## config.mk

```make
export PLATFORM = sky130hd
export DESIGN_NAME = display_scroll_ctrl_flat
export DESIGN_NICKNAME = d
export VERILOG_FILES = /design/src/rtl/display_scroll_if.sv /design/src/rtl/display_scroll_ctrl.sv /design/src/flat_wrapper.sv
export SDC_FILE = /design/constraint.sdc
export NUM_CORES = 1
export LEC_CHECK = 0
export BUFFER_PORTS_ARGS = -buffer_cell sky130_fd_sc_hd__buf_2
export CAP_MARGIN = 40
export CELL_PAD_IN_SITES_DETAIL_PLACEMENT = 0
export CELL_PAD_IN_SITES_GLOBAL_PLACEMENT = 1
export CORE_AREA = 2 2 133 135
export CTS_CLUSTER_SIZE = 14
export DETAILED_ROUTE_END_ITERATION = 10
export DIE_AREA = 0 0 135 137
export GPL_TIMING_DRIVEN = 0
export PLACE_DENSITY = 0.84
export SLEW_MARGIN = 20
export SYNTH_ARGS = -nofsm -noshare
export SYNTH_HDL_FRONTEND = slang
export SYNTH_SLANG_ARGS = --single-unit
```

## constraint.sdc

```tcl
create_clock -name clk -period 3.3 [get_ports clk]
set_input_delay 0.165 -clock clk [delete_from_list [all_inputs] [get_ports clk]]
set_output_delay 0.165 -clock clk [all_outputs]
set_load 0.02 [all_outputs]
```

## src/rtl/display_scroll_if.sv

```systemverilog
// display_scroll_if -- signal bundle between a character source / controller
// and display_scroll_ctrl.
//   master : drives wr_valid, wr_data, start, mode, loop, clear;
//            observes wr_ready, display_ctrl, display_buf0..3, busy, done.
//   slave  : the scroll controller itself (directions reversed).
interface display_scroll_if;
   logic       wr_valid;
   logic [7:0] wr_data;
   logic       wr_ready;
   logic       start;
   logic       mode;
   logic       loop;
   logic       clear;
   logic       display_ctrl;
   logic [7:0] display_buf0;
   logic [7:0] display_buf1;
   logic [7:0] display_buf2;
   logic [7:0] display_buf3;
   logic       busy;
   logic       done;

   modport master (
      output wr_valid, wr_data, start, mode, loop, clear,
      input  wr_ready, display_ctrl, display_buf0, display_buf1,
             display_buf2, display_buf3, busy, done
   );

   modport slave (
      input  wr_valid, wr_data, start, mode, loop, clear,
      output wr_ready, display_ctrl, display_buf0, display_buf1,
             display_buf2, display_buf3, busy, done
   );
endinterface

```

## src/rtl/display_scroll_ctrl.sv

```systemverilog
// display_scroll_ctrl -- stores a short message and scrolls it right-to-left
// across a 4-digit display, one character per step, followed by four blanks.
// Ports:
//   clk    : system clock, all state changes on its rising edge
//   reset  : synchronous, active-high
//   bus    : display_scroll_if.slave
//            wr_valid/wr_data/wr_ready : message write handshake (IDLE only)
//            start/mode/loop/clear     : pass control
//            display_ctrl, display_buf0..3 : display drive (buf0 leftmost)
//            busy, done                : pass in progress / end-of-pass pulse
module display_scroll_ctrl #(
   parameter int DEPTH       = 16,
   parameter int STEP_CYCLES = 12_500_000
) (
   input  logic            clk,
   input  logic            reset,
   display_scroll_if.slave bus
);

   localparam int IDX_W  = $clog2(DEPTH);
   localparam int CNT_W  = IDX_W + 1;
   localparam int STEP_W = $clog2(STEP_CYCLES);
   localparam logic [STEP_W-1:0] STEP_LAST = STEP_W'(STEP_CYCLES - 1);
   localparam logic [CNT_W-1:0]  CNT_FULL  = CNT_W'(DEPTH);

   typedef enum logic [1:0] {IDLE, SCROLL, FLUSH} state_t;

   state_t            state;
   logic [CNT_W-1:0]  count;
   logic [IDX_W-1:0]  index;
   logic [STEP_W-1:0] step_cnt;
   logic [1:0]        flush_cnt;
   logic              disp_ctrl;
   logic [7:0]        disp_buf [4];
   logic              busy_q;
   logic              done_q;
   logic [7:0]        msg_mem [DEPTH];

   logic       wr_acc;
   logic       start_acc;
   logic       tick;
   logic       last_char;
   logic [7:0] blank;
   logic [7:0] next_char;

   // Writes are only taken in IDLE with room left; reset masks it immediately.
   assign bus.wr_ready = !reset && (state == IDLE) && (count < CNT_FULL);
   assign wr_acc       = bus.wr_valid && bus.wr_ready;
   // A start colliding with an accepted write is dropped.
   assign start_acc    = bus.start && (state == IDLE) && (count != '0) && !wr_acc;
   assign tick         = (state != IDLE) && (step_cnt == STEP_LAST);
   assign last_char    = ({1'b0, index} == count - CNT_W'(1));
   assign blank        = disp_ctrl ? 8'h00 : 8'h10;
   assign next_char    = (state == SCROLL) ? msg_mem[index] : blank;

   // NOTE: the message store has no reset; only entries below count are ever
   // read, and the stored message must survive clear/IDLE for replay.
   always_ff @(posedge clk) begin
      if (!reset && !bus.clear && wr_acc)
         msg_mem[count[IDX_W-1:0]] <= bus.wr_data;
   end

   // NOTE: non-blocking assignments throughout, so every right-hand side sees
   // the pre-edge value (the buffer shift depends on it).
   always_ff @(posedge clk) begin
      if (reset) begin
         state     <= IDLE;
         count     <= '0;
         index     <= '0;
         step_cnt  <= '0;
         flush_cnt <= '0;
         disp_ctrl <= 1'b0;
         busy_q    <= 1'b0;
         done_q    <= 1'b0;
         for (int i = 0; i < 4; i++) disp_buf[i] <= 8'h10;
      end else if (bus.clear) begin
         // Clear keeps display_ctrl, so the blank matches the current mode.
         state     <= IDLE;
         count     <= '0;
         index     <= '0;
         step_cnt  <= '0;
         flush_cnt <= '0;
         busy_q    <= 1'b0;
         done_q    <= 1'b0;
         for (int i = 0; i < 4; i++) disp_buf[i] <= blank;
      end else begin
         done_q <= 1'b0;
         if (wr_acc) count <= count + CNT_W'(1);

         if (tick) begin
            disp_buf[0] <= disp_buf[1];
            disp_buf[1] <= disp_buf[2];
            disp_buf[2] <= disp_buf[3];
            disp_buf[3] <= next_char;
         end

         unique case (state)
            IDLE: begin
               step_cnt <= '0;
               if (start_acc) begin
                  disp_ctrl <= bus.mode;
                  index     <= '0;
                  busy_q    <= 1'b1;
                  state     <= SCROLL;
               end
            end
            SCROLL: begin
               step_cnt <= tick ? '0 : step_cnt + STEP_W'(1);
               if (tick) begin
                  if (last_char) begin
                     state     <= FLUSH;
                     flush_cnt <= '0;
                  end else begin
                     index <= index + IDX_W'(1);
                  end
               end
            end
            FLUSH: begin
               step_cnt <= tick ? '0 : step_cnt + STEP_W'(1);
               if (tick) begin
                  flush_cnt <= flush_cnt + 2'd1;
                  if (flush_cnt == 2'd3) begin
                     done_q <= 1'b1;
                     index  <= '0;
                     if (bus.loop) begin
                        state <= SCROLL;
                     end else begin
                        state  <= IDLE;
                        busy_q <= 1'b0;
                     end
                  end
               end
            end
            default: state <= IDLE;
         endcase
      end
   end

   assign bus.display_ctrl = disp_ctrl;
   assign bus.display_buf0 = disp_buf[0];
   assign bus.display_buf1 = disp_buf[1];
   assign bus.display_buf2 = disp_buf[2];
   assign bus.display_buf3 = disp_buf[3];
   assign bus.busy         = busy_q;
   assign bus.done         = done_q;

endmodule

```

## src/flat_wrapper.sv

```systemverilog
// flat-port wrapper written by rule: the top's interface ports become plain ports
module display_scroll_ctrl_flat 
#(
   parameter int DEPTH       = 16,
   parameter int STEP_CYCLES = 12_500_000
)
  (clk, reset, bus_wr_valid, bus_wr_data, bus_start, bus_mode, bus_loop, bus_clear, bus_wr_ready, bus_display_ctrl, bus_display_buf0, bus_display_buf1, bus_display_buf2, bus_display_buf3, bus_busy, bus_done);
  display_scroll_if bus_i ();
  input  logic clk;
  input  logic reset;
  input wire logic [$bits(bus_i.wr_valid)-1:0] bus_wr_valid;
  input wire logic [$bits(bus_i.wr_data)-1:0] bus_wr_data;
  input wire logic [$bits(bus_i.start)-1:0] bus_start;
  input wire logic [$bits(bus_i.mode)-1:0] bus_mode;
  input wire logic [$bits(bus_i.loop)-1:0] bus_loop;
  input wire logic [$bits(bus_i.clear)-1:0] bus_clear;
  output wire logic [$bits(bus_i.wr_ready)-1:0] bus_wr_ready;
  output wire logic [$bits(bus_i.display_ctrl)-1:0] bus_display_ctrl;
  output wire logic [$bits(bus_i.display_buf0)-1:0] bus_display_buf0;
  output wire logic [$bits(bus_i.display_buf1)-1:0] bus_display_buf1;
  output wire logic [$bits(bus_i.display_buf2)-1:0] bus_display_buf2;
  output wire logic [$bits(bus_i.display_buf3)-1:0] bus_display_buf3;
  output wire logic [$bits(bus_i.busy)-1:0] bus_busy;
  output wire logic [$bits(bus_i.done)-1:0] bus_done;
  assign bus_i.wr_valid = bus_wr_valid;
  assign bus_i.wr_data = bus_wr_data;
  assign bus_i.start = bus_start;
  assign bus_i.mode = bus_mode;
  assign bus_i.loop = bus_loop;
  assign bus_i.clear = bus_clear;
  assign bus_wr_ready = bus_i.wr_ready;
  assign bus_display_ctrl = bus_i.display_ctrl;
  assign bus_display_buf0 = bus_i.display_buf0;
  assign bus_display_buf1 = bus_i.display_buf1;
  assign bus_display_buf2 = bus_i.display_buf2;
  assign bus_display_buf3 = bus_i.display_buf3;
  assign bus_busy = bus_i.busy;
  assign bus_done = bus_i.done;
  display_scroll_ctrl #(.DEPTH(DEPTH), .STEP_CYCLES(STEP_CYCLES)) u_core (.clk(clk), .reset(reset), .bus(bus_i));
endmodule
```

; ---- Word-level counts from Yosys, hierarchy flattened
; Memory sizes are Yosys's and may differ from the RTL's. A register that Yosys moved wholly into a read port is not among the register bits.
; Cells that the tools add are included.
[classes]
order_cmp = 1
bitwise = 11
n_reduce_logical = 27
addsub = 5
mux = 48
eq_ne = 12
[op_table]
columns = operator, count
row1 = 8-bit 2-to-1 mux, 9
row2 = 24-bit case mux with 2 select lines, 1
row3 = 4-bit 2-to-1 mux, 7
row4 = "24-bit by 1-bit adder with 24-bit output, second input constant", 1
row5 = "24-bit == test, second input constant", 1
row6 = 24-bit 2-to-1 mux, 1
row7 = 1-bit 2-to-1 mux, 17
row8 = 2-bit 2-to-1 mux, 8
row9 = 4-bit case mux with 3 select lines, 1
row10 = "2-bit by 1-bit != test with 1-bit output, second input constant", 5
row11 = 5-bit AND reduction, 2
row12 = 1-bit logical AND, 9
row13 = 1-bit bitwise OR, 8
row14 = 2-bit nonzero test, 4
row15 = 2-bit case mux with 3 select lines, 1
row16 = 6-bit AND reduction, 1
row17 = "5-bit by 1-bit adder with 5-bit output, second input constant", 1
row18 = 4-bit by 5-bit == test with 1-bit output, 1
row19 = "5-bit < comparator, second input constant", 1
row20 = 5-bit 2-to-1 mux, 1
row21 = 5-bit nonzero test, 1
row22 = "5-bit by 1-bit subtractor with 5-bit output, second input constant", 1
row23 = "4-bit by 1-bit adder with 4-bit output, second input constant", 1
row24 = "2-bit == test, second input constant", 2
row25 = 13 further kinds, 19
[word_totals]
ram_bits = 160
n_memories = 2
ff_bits = 40
inputBits = 15
output_inout_bits = 36
elab_cells = 114
[memory_table]
columns = memory, depth, word_bits, rd, rd_clocked_by_memory_dff, wr, line
row1 = u_core.msg_mem, 16, 8, 1, 1, 1, display_scroll_ctrl.sv:37  ; logic [7:0] msg_mem [DEPTH];
row2 = u_core.disp_buf, 4, 8, 4, 0, 4, display_scroll_ctrl.sv:34  ; logic [7:0] disp_buf [4];

; ---- Depth between registers and ports, before layout
; Gate-level depths: netlist (run 1).
[depth]
depth_word = 10
ltp_mapped = 9
ltp_nobuf = 8

; ---- Worst setup path after synthesis (run 1)
; Ideal clock, no wire load.
[synth_path]
kind = register to register
start = reg (tool-made name)
end = mem u_core.disp_buf[3][4], data pin
t_arrival_ps = 2236
required_time_ps = 3046
path_buffers = 1
stages_incl_launch_ff = 6
path_slack_ps = 810
synth_period_minus_slack_ps = 2490
cell_sequence = dfxtp_1 clkbuf_1 mux4_2 mux4_2 or4b_1 a21o_1
[synth_lines]
columns = element, line
row1 = "end, declared", display_scroll_ctrl.sv:34

==> results of run 1 <==
final cells by class:
| cell class | count | area, sq um |
|---|---|---|
| buffer | 36 | 166 |
| clock buffer | 24 | 579 |
| clock inverter | 16 | 193 |
| fill | 1335 | 7020 |
| inverter | 9 | 33.8 |
| multi-input combinational | 349 | 2790 |
| sequential | 204 | 5620 |
| tap | 225 | 282 |
| timing repair buffer | 65 | 378 |
worst max path at each step:
stage                          from               endpoint  slack [ns]  cells past startpoint
global route                   flop  u_core.disp_buf[3][7]        0.25                      6
CTS                            flop  u_core.disp_buf[3][7]        0.38                      6
global placement    u_core.state[0]   u_core.msg_mem[0][0]        0.28                      6
floorplan                      flop  u_core.disp_buf[3][4]        0.81                      5
finish                         flop  u_core.disp_buf[3][5]        0.41                      5
detailed placement             flop  u_core.disp_buf[3][7]        0.40                      6
sequential cells by signal (all words and copies together), names as in the netlist, named ones only:
signal                   count
u_core.count                 5
u_core.disp_buf             32
u_core.flush_cnt             2
u_core.state                 2
u_core.bus.display_ctrl      1
u_core.index                 4
u_core.bus.done              1
u_core.bus.busy              1
u_core.msg_mem             128
u_core.step_cnt             24
cell usage in the layout (no fill, tap or decap), types with 4 or more instances in the layout:
cell type,instances
sky130_fd_sc_hd__edfxtp_1,153
sky130_fd_sc_hd__buf_2,56
sky130_fd_sc_hd__nand2_1,52
sky130_fd_sc_hd__dfxtp_1,51
sky130_fd_sc_hd__nor2_1,40
sky130_fd_sc_hd__mux4_2,40
sky130_fd_sc_hd__a21oi_1,32
sky130_fd_sc_hd__clkbuf_1,23
sky130_fd_sc_hd__clkbuf_16,23
sky130_fd_sc_hd__o21ai_0,17
sky130_fd_sc_hd__and2_1,16
sky130_fd_sc_hd__buf_4,14
sky130_fd_sc_hd__nand3_1,14
sky130_fd_sc_hd__nor3_1,13
sky130_fd_sc_hd__and3_1,12
sky130_fd_sc_hd__ha_1,11
sky130_fd_sc_hd__inv_1,9
sky130_fd_sc_hd__nand4_1,9
sky130_fd_sc_hd__a311oi_1,8
sky130_fd_sc_hd__or3_1,6
sky130_fd_sc_hd__a31oi_1,6
sky130_fd_sc_hd__nor3b_1,5
sky130_fd_sc_hd__xnor2_1,5
sky130_fd_sc_hd__clkinv_2,5
sky130_fd_sc_hd__buf_6,4
sky130_fd_sc_hd__nand4b_1,4
sky130_fd_sc_hd__a41oi_1,4
sky130_fd_sc_hd__xor2_1,4
sky130_fd_sc_hd__clkinv_1,4
sky130_fd_sc_hd__bufinv_16,4
power groups by stage:
stage	combinational, mW	sequential (mW)	clock [mW]
floorplan	0.0556	2.85	0
global placement	0.136	2.83	0
detailed placement	0.141	2.84	0
CTS	0.143	2.78	2.61
global route	0.157	2.78	2.73
finish	0.144	2.78	2.58
kinds of logic (layout without fill, tap and decap cells):
family                     count (synthesis)  after routing  synth area share [%]
adders and majority gates                 11             11                  1.60
and+or+nand+nor                          200            200                  12.5
buffers and inverters                     45            150                  2.33
xor gates and xnor gates                   9              9                 0.917
DFF                                      204            204                  65.4
muxes                                     42             42                  10.7
AOI/OAI and AO/OA                         87             87                  6.60
per-stage QoR:
stage	hold slack [ns]	instances	total power, mW	utilization [%]	cell area, sq um
final	0.0230	928	5.51	58.9	10000
after global routing	0.0385	928	5.67	58.9	10000
after CTS	0.0200	924	5.53	58.7	10000
after detailed placement	0.421	882	2.98	54.0	9210
after global placement	0.401	871	2.97	53.4	9110
after floorplan	0.264	598	2.91	-	8590
layer usage:
| layer | wire length (um) | part of all wire (%) | vias up | track usage, % |
|---|---|---|---|---|
| met5 | 7 | 0.037 | - | 0 |
| met4 | 504 | 2.7 | 2 | 6.42 |
| met3 | 1290 | 6.8 | 34 | 3.04 |
| met2 | 9380 | 49 | 229 | 35.6 |
| met1 | 7820 | 41 | 2718 | 27.9 |
| li1 | - | - | 2504 | - |
what timing repair did:
action                                 4_1_cts  5_1_grt
setup endpoints to repair                    0        0
hold buffers                                 2        0
endpoints found under the hold margin        2        0
worst reg2reg max path, stage by stage, from the launching register on:
cell and delay, ns:
sky130_fd_sc_hd__dfxtp_1 0.36, sky130_fd_sc_hd__clkbuf_1 0.52, sky130_fd_sc_hd__clkbuf_1 0.63, sky130_fd_sc_hd__mux4_2 0.42, sky130_fd_sc_hd__mux4_2 0.50, sky130_fd_sc_hd__and3_1 0.21
==> results.cfg, run 1 <==
[logic_synthesis]
synth.area.top_cells = sky130_fd_sc_hd__edfxtp_1 (53%), sky130_fd_sc_hd__dfxtp_1 (12%), sky130_fd_sc_hd__mux4_2 (10%), sky130_fd_sc_hd__nand2_1 (2.3%), sky130_fd_sc_hd__a21oi_1 (1.9%)
synth.most_common_cell = sky130_fd_sc_hd__edfxtp_1
yosys.area.top_type = sky130_fd_sc_hd__edfxtp_1
count_of_flip_flops_with_a_built_in_enable_after_synthesis = 153
mappedNetlistArea_sq_um = 8590
yosys_register_bits = 204
synthesized_netlist_net_count = 624
synth_top_area_share_pct = 53.5
synth.yosys.seq_area_share_pct = 65.4
post_synth_num_cell_types = 56
ys_top_cells_by_count = sky130_fd_sc_hd__edfxtp_1 (153), sky130_fd_sc_hd__nand2_1 (52), sky130_fd_sc_hd__dfxtp_1 (51)
syn-instance-count = 598
async_reset_ff_share_pct = 0
synth-warning-count = 0
postSynthAreaPerCell_sq_um = 14.4
synth-main-ff-cell = sky130_fd_sc_hd__edfxtp_1

[pwr]
p_int_mw = 4.40
cellPowerDensity_nw_per_um2 = 549
power_frac_clock_pct = 46.9
power_leakage_nw = 3.40
p_sw_mw = 1.11
ir_drop_v = 0.000481
switching_share_pct = 20.1
power_frac_comb_pct = 2.6
pwr-share-seq_pct = 50.5

[clocking]
ctsHtreeMaxLevel = 1
cts-root-to-sink-buffers = 3
clock_tree_from_tritoncts = built
cts.root.buffer_cell = sky130_fd_sc_hd__clkbuf_16
clk-insertion-delay-late_ns = 0.51
cts.repair.resized = 0
cts-buffers-inserted = 22
clock_sinks = 204
post_cts_buffers = 0
clkTransAtPathRegs_ns = 0.06

[worst_hold_path]
min_path_cells = 2
holdCritStartpoint = reset
min_delay_path_class = input pin to flop
holdPathEnd = u_core.bus.display_ctrl

[placed_design]
count_of_buffers_inserted_at_the_top_level_ports = 48
replace_congestion = 0.824
place_worst_setup_slack_ns = 0.400
hpwl_um = 12700

[global_route]
maximum_number_of_pins_on_one_net_before_global_route_repair = 17
global_route.usage.total_pct = 20.8
first_pass_grt_wire_length_um = 29400
globalRouteOverflowTotal = 0
antenna_found_initial = 1
via_count_of_the_first_global_routing_pass = 5262

[finish]
layout-drive-gt1-share_pct = 23.3
antenna_cells_inserted = 0
nNetsFinal = 713
layout_overhead_on_the_synthesized_area_pct = 16.8

[critical_path]
crit_path_top_delay_cell = sky130_fd_sc_hd__clkbuf_1
reg2reg_slack_ns = 0.41
cpLargestDelayFamily = buffers and inverters
critical-path-max-stage-delay_ns = 0.63
ff2ff_path_depth = 5
rr_endpoint = u_core.disp_buf[3][5]
crit_chain = clkbuf_1, clkbuf_1, mux4_2, mux4_2, and3_1
worst_setup_path_start_kind = flop
endpoint_kind = flop
critical_path_type = flop to flop
worst-path-max-fanout = 10
path_buf_inv = 2
worstPathRequired_ns = 3.56
worst_ep_arrival_time_ns = 3.15

[routing]
vias = 5487
wire_length_per_cell_um = 20.5
detail_route.vias_per_cell = 5.91
wl_um = 19000
drt_drc_violations_left = 0
detailedRoute.firstPassIterationCount = 5
detail-route-antenna-nets = 0
dr.first_iter.drc_count = 473

[die]
die_w_um = 135
die-height_um = 137
std_cell_rows = 48
die_area_sq_um = 18500
start_util_pct = 50.4
ios = 51
core_area_sq_um = 17100

[run_status]
run_status = complete, no violations

[timing]
final_max_slew_viol_count = 0
period_share_pct = 87.6
final.setup_skew_ns = 0.0213
fin_tns_setup_ns = 0
unrepaired_setup_endpoints_after_global_routing = no
final_critical_path_setup_slack_ns = 0.411
maxSlewHeadroom_pct = 50.4
final-setup-viol-count = 0
worst_slew_pin_slew_ns = 0.744
fmax_ghz = 0.346
final_hold_viol_count = 0
timing.final.crit_period_ns = 2.89

[run]
timing.max_cap.violations = 0
Note: power is estimated with default switching activity, not from simulation.
==> inputs of run 2 (changes only) <==
--- a/config.mk
+++ b/config.mk
@@ -5,16 +5,18 @@
 export SDC_FILE = /design/constraint.sdc
 export NUM_CORES = 1
 export LEC_CHECK = 0
+export ABC_AREA = 1
 export BUFFER_PORTS_ARGS = -buffer_cell sky130_fd_sc_hd__buf_2
 export CAP_MARGIN = 40
 export CELL_PAD_IN_SITES_DETAIL_PLACEMENT = 0
 export CELL_PAD_IN_SITES_GLOBAL_PLACEMENT = 1
-export CORE_AREA = 2 2 133 135
+export CORE_AREA = 2 2 137 139
+export CTS_BUF_LIST = sky130_fd_sc_hd__clkbuf_8
 export CTS_CLUSTER_SIZE = 14
 export DETAILED_ROUTE_END_ITERATION = 10
-export DIE_AREA = 0 0 135 137
+export DIE_AREA = 0 0 139 141
 export GPL_TIMING_DRIVEN = 0
-export PLACE_DENSITY = 0.84
+export PLACE_DENSITY = 0.86
 export SLEW_MARGIN = 20
 export SYNTH_ARGS = -nofsm -noshare
 export SYNTH_HDL_FRONTEND = slang
==> run 2 against run 1 <==
Against the previous run:
- sequential cell count did not move
- synthesized cell count is 51% higher
- non-clock buffer count is 8 lower
- critical path depth is 6 higher
- power is 7.0% lower
- critical endpoint is now u_core.bus.display_ctrl
- hold slack gained 0.022 ns
- global-route usage grew 0.70 points
- setup slack better by 0.094 ns
- first-iteration DRC count rose by 7.8%
- via count is 22% higher
- core utilization is 3.4 points lower
==> results.cfg, run 2 <==
[pwr]
total_power_mw = 5.12
ir_drop_v = 0.000251
cellPowerDensity_nw_per_um2 = 506
power_leakage_nw = 3.71

[run]
timing.max_cap.violations = 0

[logic_synthesis]
async_reset_ff_share_pct = 0
yosys_register_bits = 204
count_of_flip_flops_with_a_built_in_enable_after_synthesis = 153
synth-warning-count = 0
synth.most_common_cell = sky130_fd_sc_hd__nand2_1
ys_top_cells_by_count = sky130_fd_sc_hd__nand2_1 (173), sky130_fd_sc_hd__nor2_1 (158), sky130_fd_sc_hd__edfxtp_1 (153)
yosys.area.top_type = sky130_fd_sc_hd__edfxtp_1
synth_adder_area_share_pct = 1.55
mappedNetlistArea_sq_um = 8890
synth_compound_area_share_pct = 10.7
synth_top_area_share_pct = 51.7
post_synth_mux_area_share_pct = 0
synthesized_netlist_net_count = 930
synth-main-ff-cell = sky130_fd_sc_hd__edfxtp_1
synth.yosys.seq_area_share_pct = 63.1
area_fraction_in_and_or_nand_and_nor_cells_after_synthesis_pct = 19.6
syn-instance-count = 904
post_synth_num_cell_types = 43
synth.area.top_cells = sky130_fd_sc_hd__edfxtp_1 (52%), sky130_fd_sc_hd__dfxtp_1 (11%), sky130_fd_sc_hd__nand2_1 (7.3%), sky130_fd_sc_hd__nor2_1 (6.7%), sky130_fd_sc_hd__o21ai_0 (4.4%)
synth_top_family_by_area = simple AND/OR/NAND/NOR gates
yosys.area_share.xor_xnor_pct = 0.492
postSynthAreaPerCell_sq_um = 9.84

[routing]
wire_length_per_cell_um = 17.0
vias = 6670
dr.first_iter.drc_count = 510
drt_drc_violations_left = 0
detail-route-antenna-nets = 0
wl_um = 21300
detail_route.vias_per_cell = 5.32
detailedRoute.firstPassIterationCount = 5

[critical_path]
crit_path_top_delay_cell = sky130_fd_sc_hd__dlygate4sd3_1
critical-path-max-stage-delay_ns = 0.57
critical_path_type = flop to flop
path_buf_inv = 4
crit_chain = inv_1, ha_1, inv_1, nor3_4, nand2_4, nand3_1, nor2_1, nand2_1, dlygate4sd3_1, a21oi_1, dlygate4sd3_1
cpLargestDelayFamily = buffers and inverters
endpoint_kind = flop
reg2reg_slack_ns = 0.50
ff2ff_path_depth = 11
rr_endpoint = u_core.bus.display_ctrl
worst-path-max-fanout = 8
worst_ep_arrival_time_ns = 3.19
worstPathRequired_ns = 3.70
crit-reg2reg-launch = u_core.state[1]
worst_setup_path_start_kind = flop

[finish]
nNetsFinal = 1025
layout_overhead_on_the_synthesized_area_pct = 13.9
filler_cell_count = 1644
most-common-layout-cells = sky130_fd_sc_hd__nand2_1 (173), sky130_fd_sc_hd__nor2_1 (158), sky130_fd_sc_hd__edfxtp_1 (153)
layout-drive-gt1-share_pct = 13.0
flip_flop_count_of_the_largest_register_after_layout = 128
layout_commonest_cell = sky130_fd_sc_hd__nand2_1
antenna_cells_inserted = 0

[clocking]
cts-buffers-inserted = 34
cts.root.buffer_cell = sky130_fd_sc_hd__clkbuf_8
cts-root-to-sink-buffers = 3
clkTransAtPathRegs_ns = 0.06
clk-insertion-delay-late_ns = 0.51
ctsHtreeMaxLevel = 2
clock_sinks = 204
clock_tree_from_tritoncts = built

[timing]
final_hold_viol_count = 0
period_share_pct = 84.7
fin_tns_setup_ns = 0
final_max_slew_viol_count = 0
maxSlewHeadroom_pct = 42.2
worst_slew_pin_slew_ns = 0.864
unrepaired_setup_endpoints_after_global_routing = no
final.setup_skew_ns = 0.0153
final-setup-viol-count = 0
timing.final.crit_period_ns = 2.80
fmax_ghz = 0.358

[die]
die_w_um = 139
start_util_pct = 48.7
die_area_sq_um = 19600
die-height_um = 141
std_cell_rows = 50
ios = 51
core_area_sq_um = 18300

[worst_hold_path]
holdPathEnd = u_core.msg_mem[6][4]
holdCritStartpoint = bus_wr_data[4]
min_delay_path_class = input pin to flop
min_path_cells = 1

[global_route]
global_route.usage.total_pct = 21.5
maximum_number_of_pins_on_one_net_before_global_route_repair = 17
first_pass_grt_wire_length_um = 33300
via_count_of_the_first_global_routing_pass = 6362
globalRouteOverflowTotal = 0
antenna_found_initial = 0

[placed_design]
count_of_buffers_inserted_at_the_top_level_ports = 50
replace_congestion = 0.827
hpwl_um = 14400

[run_status]
run_status = complete, no violations
[run 2: area by class of cell]
cell class	instances	area (sq um)	share of cell area, %
sequential	204	5620	55.4
multi-input combinational	597	2890	28.5
buffer	34	143	1.41
clock buffer	38	523	5.16
clock inverter	18	73.8	0.729
timing repair buffer	59	330	3.26
inverter	69	262	2.58
tap	234	293	2.89
[run 2: report_power, final]
| part | switching [mW] | total [mW] | internal, mW |
|---|---|---|---|
| combinational | 0.237 | 0.327 | 0.0905 |
| clock | 0.954 | 2.00 | 1.04 |
| sequential | 0.0160 | 2.79 | 2.78 |
[run 2: cells by family (layout without fill, tap and decap cells)]
| kind of cell | after synthesis | in the layout |
|---|---|---|
| buffers and inverters | 103 | 218 |
| xor gates and xnor gates | 5 | 5 |
| and+or+nand+nor | 408 | 408 |
| adders and majority gates | 11 | 11 |
| DFF | 204 | 204 |
| AOI/OAI and AO/OA | 173 | 173 |
[run 2: what timing repair did]
action / CTS / global route
resized for setup: 0 / 0
hold buffers: 5 / 0
hold endpoints to repair: 5 / 0
setup buffers: 0 / 0
[run 2: stage by stage]
stage / instances / worst slack (ns) / util [%] / cell area [sq um] / hold WS [ns]
2_1_floorplan: 904 / 0.922 / - / 8890 / 0.234
3_3_place_gp: 1188 / 0.405 / 51.7 / 9440 / 0.422
3_5_place_dp: 1188 / 0.697 / 51.7 / 9450 / 0.427
4_1_cts: 1249 / 0.544 / 55.3 / 10100 / 0.0291
5_1_grt: 1253 / 0.316 / 55.4 / 10100 / 0.0376
6_report: 1253 / 0.504 / 55.4 / 10100 / 0.0445
[run 2: worst max path at each step]
stage	slack, ns	cells past startpoint	from	end
2_1_floorplan	0.92	8	u_core.state[0]	u_core.msg_mem[12][0]
3_3_place_gp	0.40	8	u_core.state[1]	u_core.msg_mem[12][6]
3_5_place_dp	0.70	8	u_core.state[1]	u_core.msg_mem[9][0]
4_1_cts	0.54	11	u_core.state[1]	u_core.bus.display_ctrl
5_1_grt	0.32	11	u_core.state[0]	u_core.bus.display_ctrl
6_report	0.50	11	u_core.state[1]	u_core.bus.display_ctrl
[run 2: per-layer routing]
layer / share of wire, % / GRT usage [%]
met1: 44 / 28.7
met5: 0 / 0
met4: 2.6 / 6.91
met3: 5.9 / 3.70
met2: 48 / 36.3
==> inputs of run 3 (changes only) <==
--- a/config.mk
+++ b/config.mk
@@ -5,7 +5,7 @@
 export SDC_FILE = /design/constraint.sdc
 export NUM_CORES = 1
 export LEC_CHECK = 0
-export ABC_AREA = 1
+export ABC_AREA = 0
 export BUFFER_PORTS_ARGS = -buffer_cell sky130_fd_sc_hd__buf_2
 export CAP_MARGIN = 40
 export CELL_PAD_IN_SITES_DETAIL_PLACEMENT = 0
@@ -16,7 +16,7 @@
 export DETAILED_ROUTE_END_ITERATION = 10
 export DIE_AREA = 0 0 139 141
 export GPL_TIMING_DRIVEN = 0
-export PLACE_DENSITY = 0.86
+export PLACE_DENSITY = 0.83
 export SLEW_MARGIN = 20
 export SYNTH_ARGS = -nofsm -noshare
 export SYNTH_HDL_FRONTEND = slang
==> constraint.sdc (replaced) <==
create_clock -name clk -period 2.25 [get_ports clk]
set_input_delay 0.1125 -clock clk [delete_from_list [all_inputs] [get_ports clk]]
set_output_delay 0.1125 -clock clk [all_outputs]
set_load 0.02 [all_outputs]
==> run 3 against run 2 <==
Against the previous run:
- the flow now finishes with violations (setup timing)
- largest power group unchanged
- via count fell by 14%
- critical path type unchanged
- highest routed layer unchanged
- non-clock buffer count rose by 40
- core utilization rose by 3.7 points
- count of clock-buffer cells in the layout did not move
- critical path depth fell by 6
- largest cell class unchanged
- final cell count fell by 21%
==> results.cfg, run 3 (synthesis gave the netlist of run 1 again) <==
[worst_hold_path]
min_delay_path_class = input pin to flop
holdPathEnd = u_core.count[1]
min_path_cells = 4
holdCritStartpoint = bus_wr_valid

[critical_path]
endpoint_kind = flop
rr_endpoint = u_core.disp_buf[3][4]
ff2ff_path_depth = 5
critical_path_type = flop to flop
path_buf_inv = 1
worstPathRequired_ns = 2.52
cpLargestDelayFamily = multiplexers
reg2reg_slack_ns = -0.19
worst_ep_arrival_time_ns = 2.70
timing.critical_path.mode_cell = sky130_fd_sc_hd__mux4_2
worst_setup_path_start_kind = flop
crit_path_top_delay_cell = sky130_fd_sc_hd__mux4_2
crit_chain = buf_8, mux4_2, mux4_2, or4b_4, a21o_1
critical-path-max-stage-delay_ns = 0.53
worst-path-max-fanout = 5

[timing]
maxSlewHeadroom_pct = 48.9
period_share_pct = 108
final_max_slew_viol_count = 0
fmax_ghz = 0.411
final_critical_path_setup_slack_ns = -0.185
timing.final.crit_period_ns = 2.44
final_hold_viol_count = 0
worst_slew_pin_slew_ns = 0.766
final-setup-viol-count = 11
unrepaired_setup_endpoints_after_global_routing = yes
fin_tns_setup_ns = -1.07
final.setup_skew_ns = 0.0177
hold_slack_ns = 0.0599

[finish]
layout_overhead_on_the_synthesized_area_pct = 25.7
most-common-layout-cells = sky130_fd_sc_hd__edfxtp_1 (153), sky130_fd_sc_hd__buf_2 (51), sky130_fd_sc_hd__dfxtp_1 (48)
layout_commonest_cell = sky130_fd_sc_hd__edfxtp_1
layout-drive-gt1-share_pct = 34.5
filler_cell_count = 1396
antenna_cells_inserted = 0
stdcell_count = 991
nNetsFinal = 759
flip_flop_count_of_the_largest_register_after_layout = 128

[clocking]
cts-buffers-inserted = 35
cts-root-to-sink-buffers = 3
ctsHtreeMaxLevel = 2
cts.root.buffer_cell = sky130_fd_sc_hd__clkbuf_8
clock_tree_from_tritoncts = built
clock_sinks = 204
clk-insertion-delay-late_ns = 0.53
clkTransAtPathRegs_ns = 0.06

[global_route]
global_route.usage.total_pct = 20.7
first_pass_grt_wire_length_um = 31400
via_count_of_the_first_global_routing_pass = 5676
antenna_found_initial = 0
maximum_number_of_pins_on_one_net_before_global_route_repair = 17
globalRouteOverflowTotal = 0

[pwr]
cellPowerDensity_nw_per_um2 = 690
power_leakage_nw = 3.67
ir_drop_v = 0.000636

[placed_design]
place.detailed.instances = 887
hpwl_um = 13100
place_worst_setup_slack_ns = -0.670
count_of_buffers_inserted_at_the_top_level_ports = 48
replace_congestion = 0.833

[routing]
detail_route.vias_per_cell = 5.78
detailedRoute.firstPassIterationCount = 5
wl_um = 20400
wire_length_per_cell_um = 20.6
dr.first_iter.drc_count = 520
drt_drc_violations_left = 0
vias = 5729
detail-route-antenna-nets = 0

[die]
start_util_pct = 47.0
core_area_sq_um = 18300
std_cell_rows = 50
die-height_um = 141
ios = 51
die_w_um = 139
die_area_sq_um = 19600

[run_status]
run_status = finished, violations left
violations = setup timing

[run]
timing.max_cap.violations = 0
[run 3: cell type report]
class | instances | area [sq um] | share of cell area (%)
timing repair buffer | 97 | 786 | 7.28
buffer | 36 | 255 | 2.36
tap | 234 | 293 | 2.71
clock buffer | 38 | 523 | 4.84
multi-input combinational | 350 | 3160 | 29.2
inverter | 9 | 36.3 | 0.336
sequential | 204 | 5620 | 52.1
clock inverter | 23 | 124 | 1.15
[run 3: stage by stage]
| stage | power (mW) | utilization [%] | area [sq um] |
|---|---|---|---|
| floorplan | 4.27 | - | 8620 |
| global placement | 4.36 | 50.1 | 9150 |
| detailed placement | 4.37 | 50.5 | 9230 |
| CTS | 7.49 | 57.4 | 10500 |
| global route | 7.73 | 59.1 | 10800 |
| finish | 7.46 | 59.1 | 10800 |
[run 3: worst max path at each step]
stage                     from                    end  slack [ns]  cells past startpoint
2_1_floorplan             flop  u_core.disp_buf[3][4]       -0.03                      5
3_3_place_gp   u_core.state[0]   u_core.msg_mem[3][5]       -0.69                      6
3_5_place_dp              flop  u_core.disp_buf[3][6]       -0.67                      5
4_1_cts                   flop  u_core.disp_buf[3][4]       -0.17                      5
5_1_grt                   flop  u_core.disp_buf[3][4]       -0.22                      5
6_report                  flop  u_core.disp_buf[3][4]       -0.19                      5
[run 3: timing repair]
item / CTS / global route
endpoints found under the hold margin: 130 / 0
hold buffers: 11 / 0
gates cloned: 3 / 0
resized for setup: 66 / 55
pin swaps: 13 / 21
setup endpoints to repair: 189 / 203
buffers inserted: 16 / 12
[run 3: worst reg2reg max path, delay by kind of cell, from the launching register on]
kind	cells	cell delay (ns)
AOI/OAI and AO/OA	1	0.16
muxes	2	1.04
and+or+nand+nor	1	0.52
DFF	1	0.34
buffers and inverters	1	0.12
[run 3: layer usage]
| layer | GRT usage, % | vias up | wire length, um |
|---|---|---|---|
| met4 | 6.91 | 0 | 474 |
| met2 | 35.5 | 209 | 10300 |
| met1 | 26.8 | 2884 | 8500 |
| met5 | 0 | - | 0 |
| li1 | - | 2597 | - |
| met3 | 4.01 | 39 | 1080 |
[run 3: power by group]
part	total [mW]	internal [mW]	switching, mW
sequential	4.08	4.07	0.0123
combinational	0.267	0.0916	0.175
clock	3.11	1.67	1.44
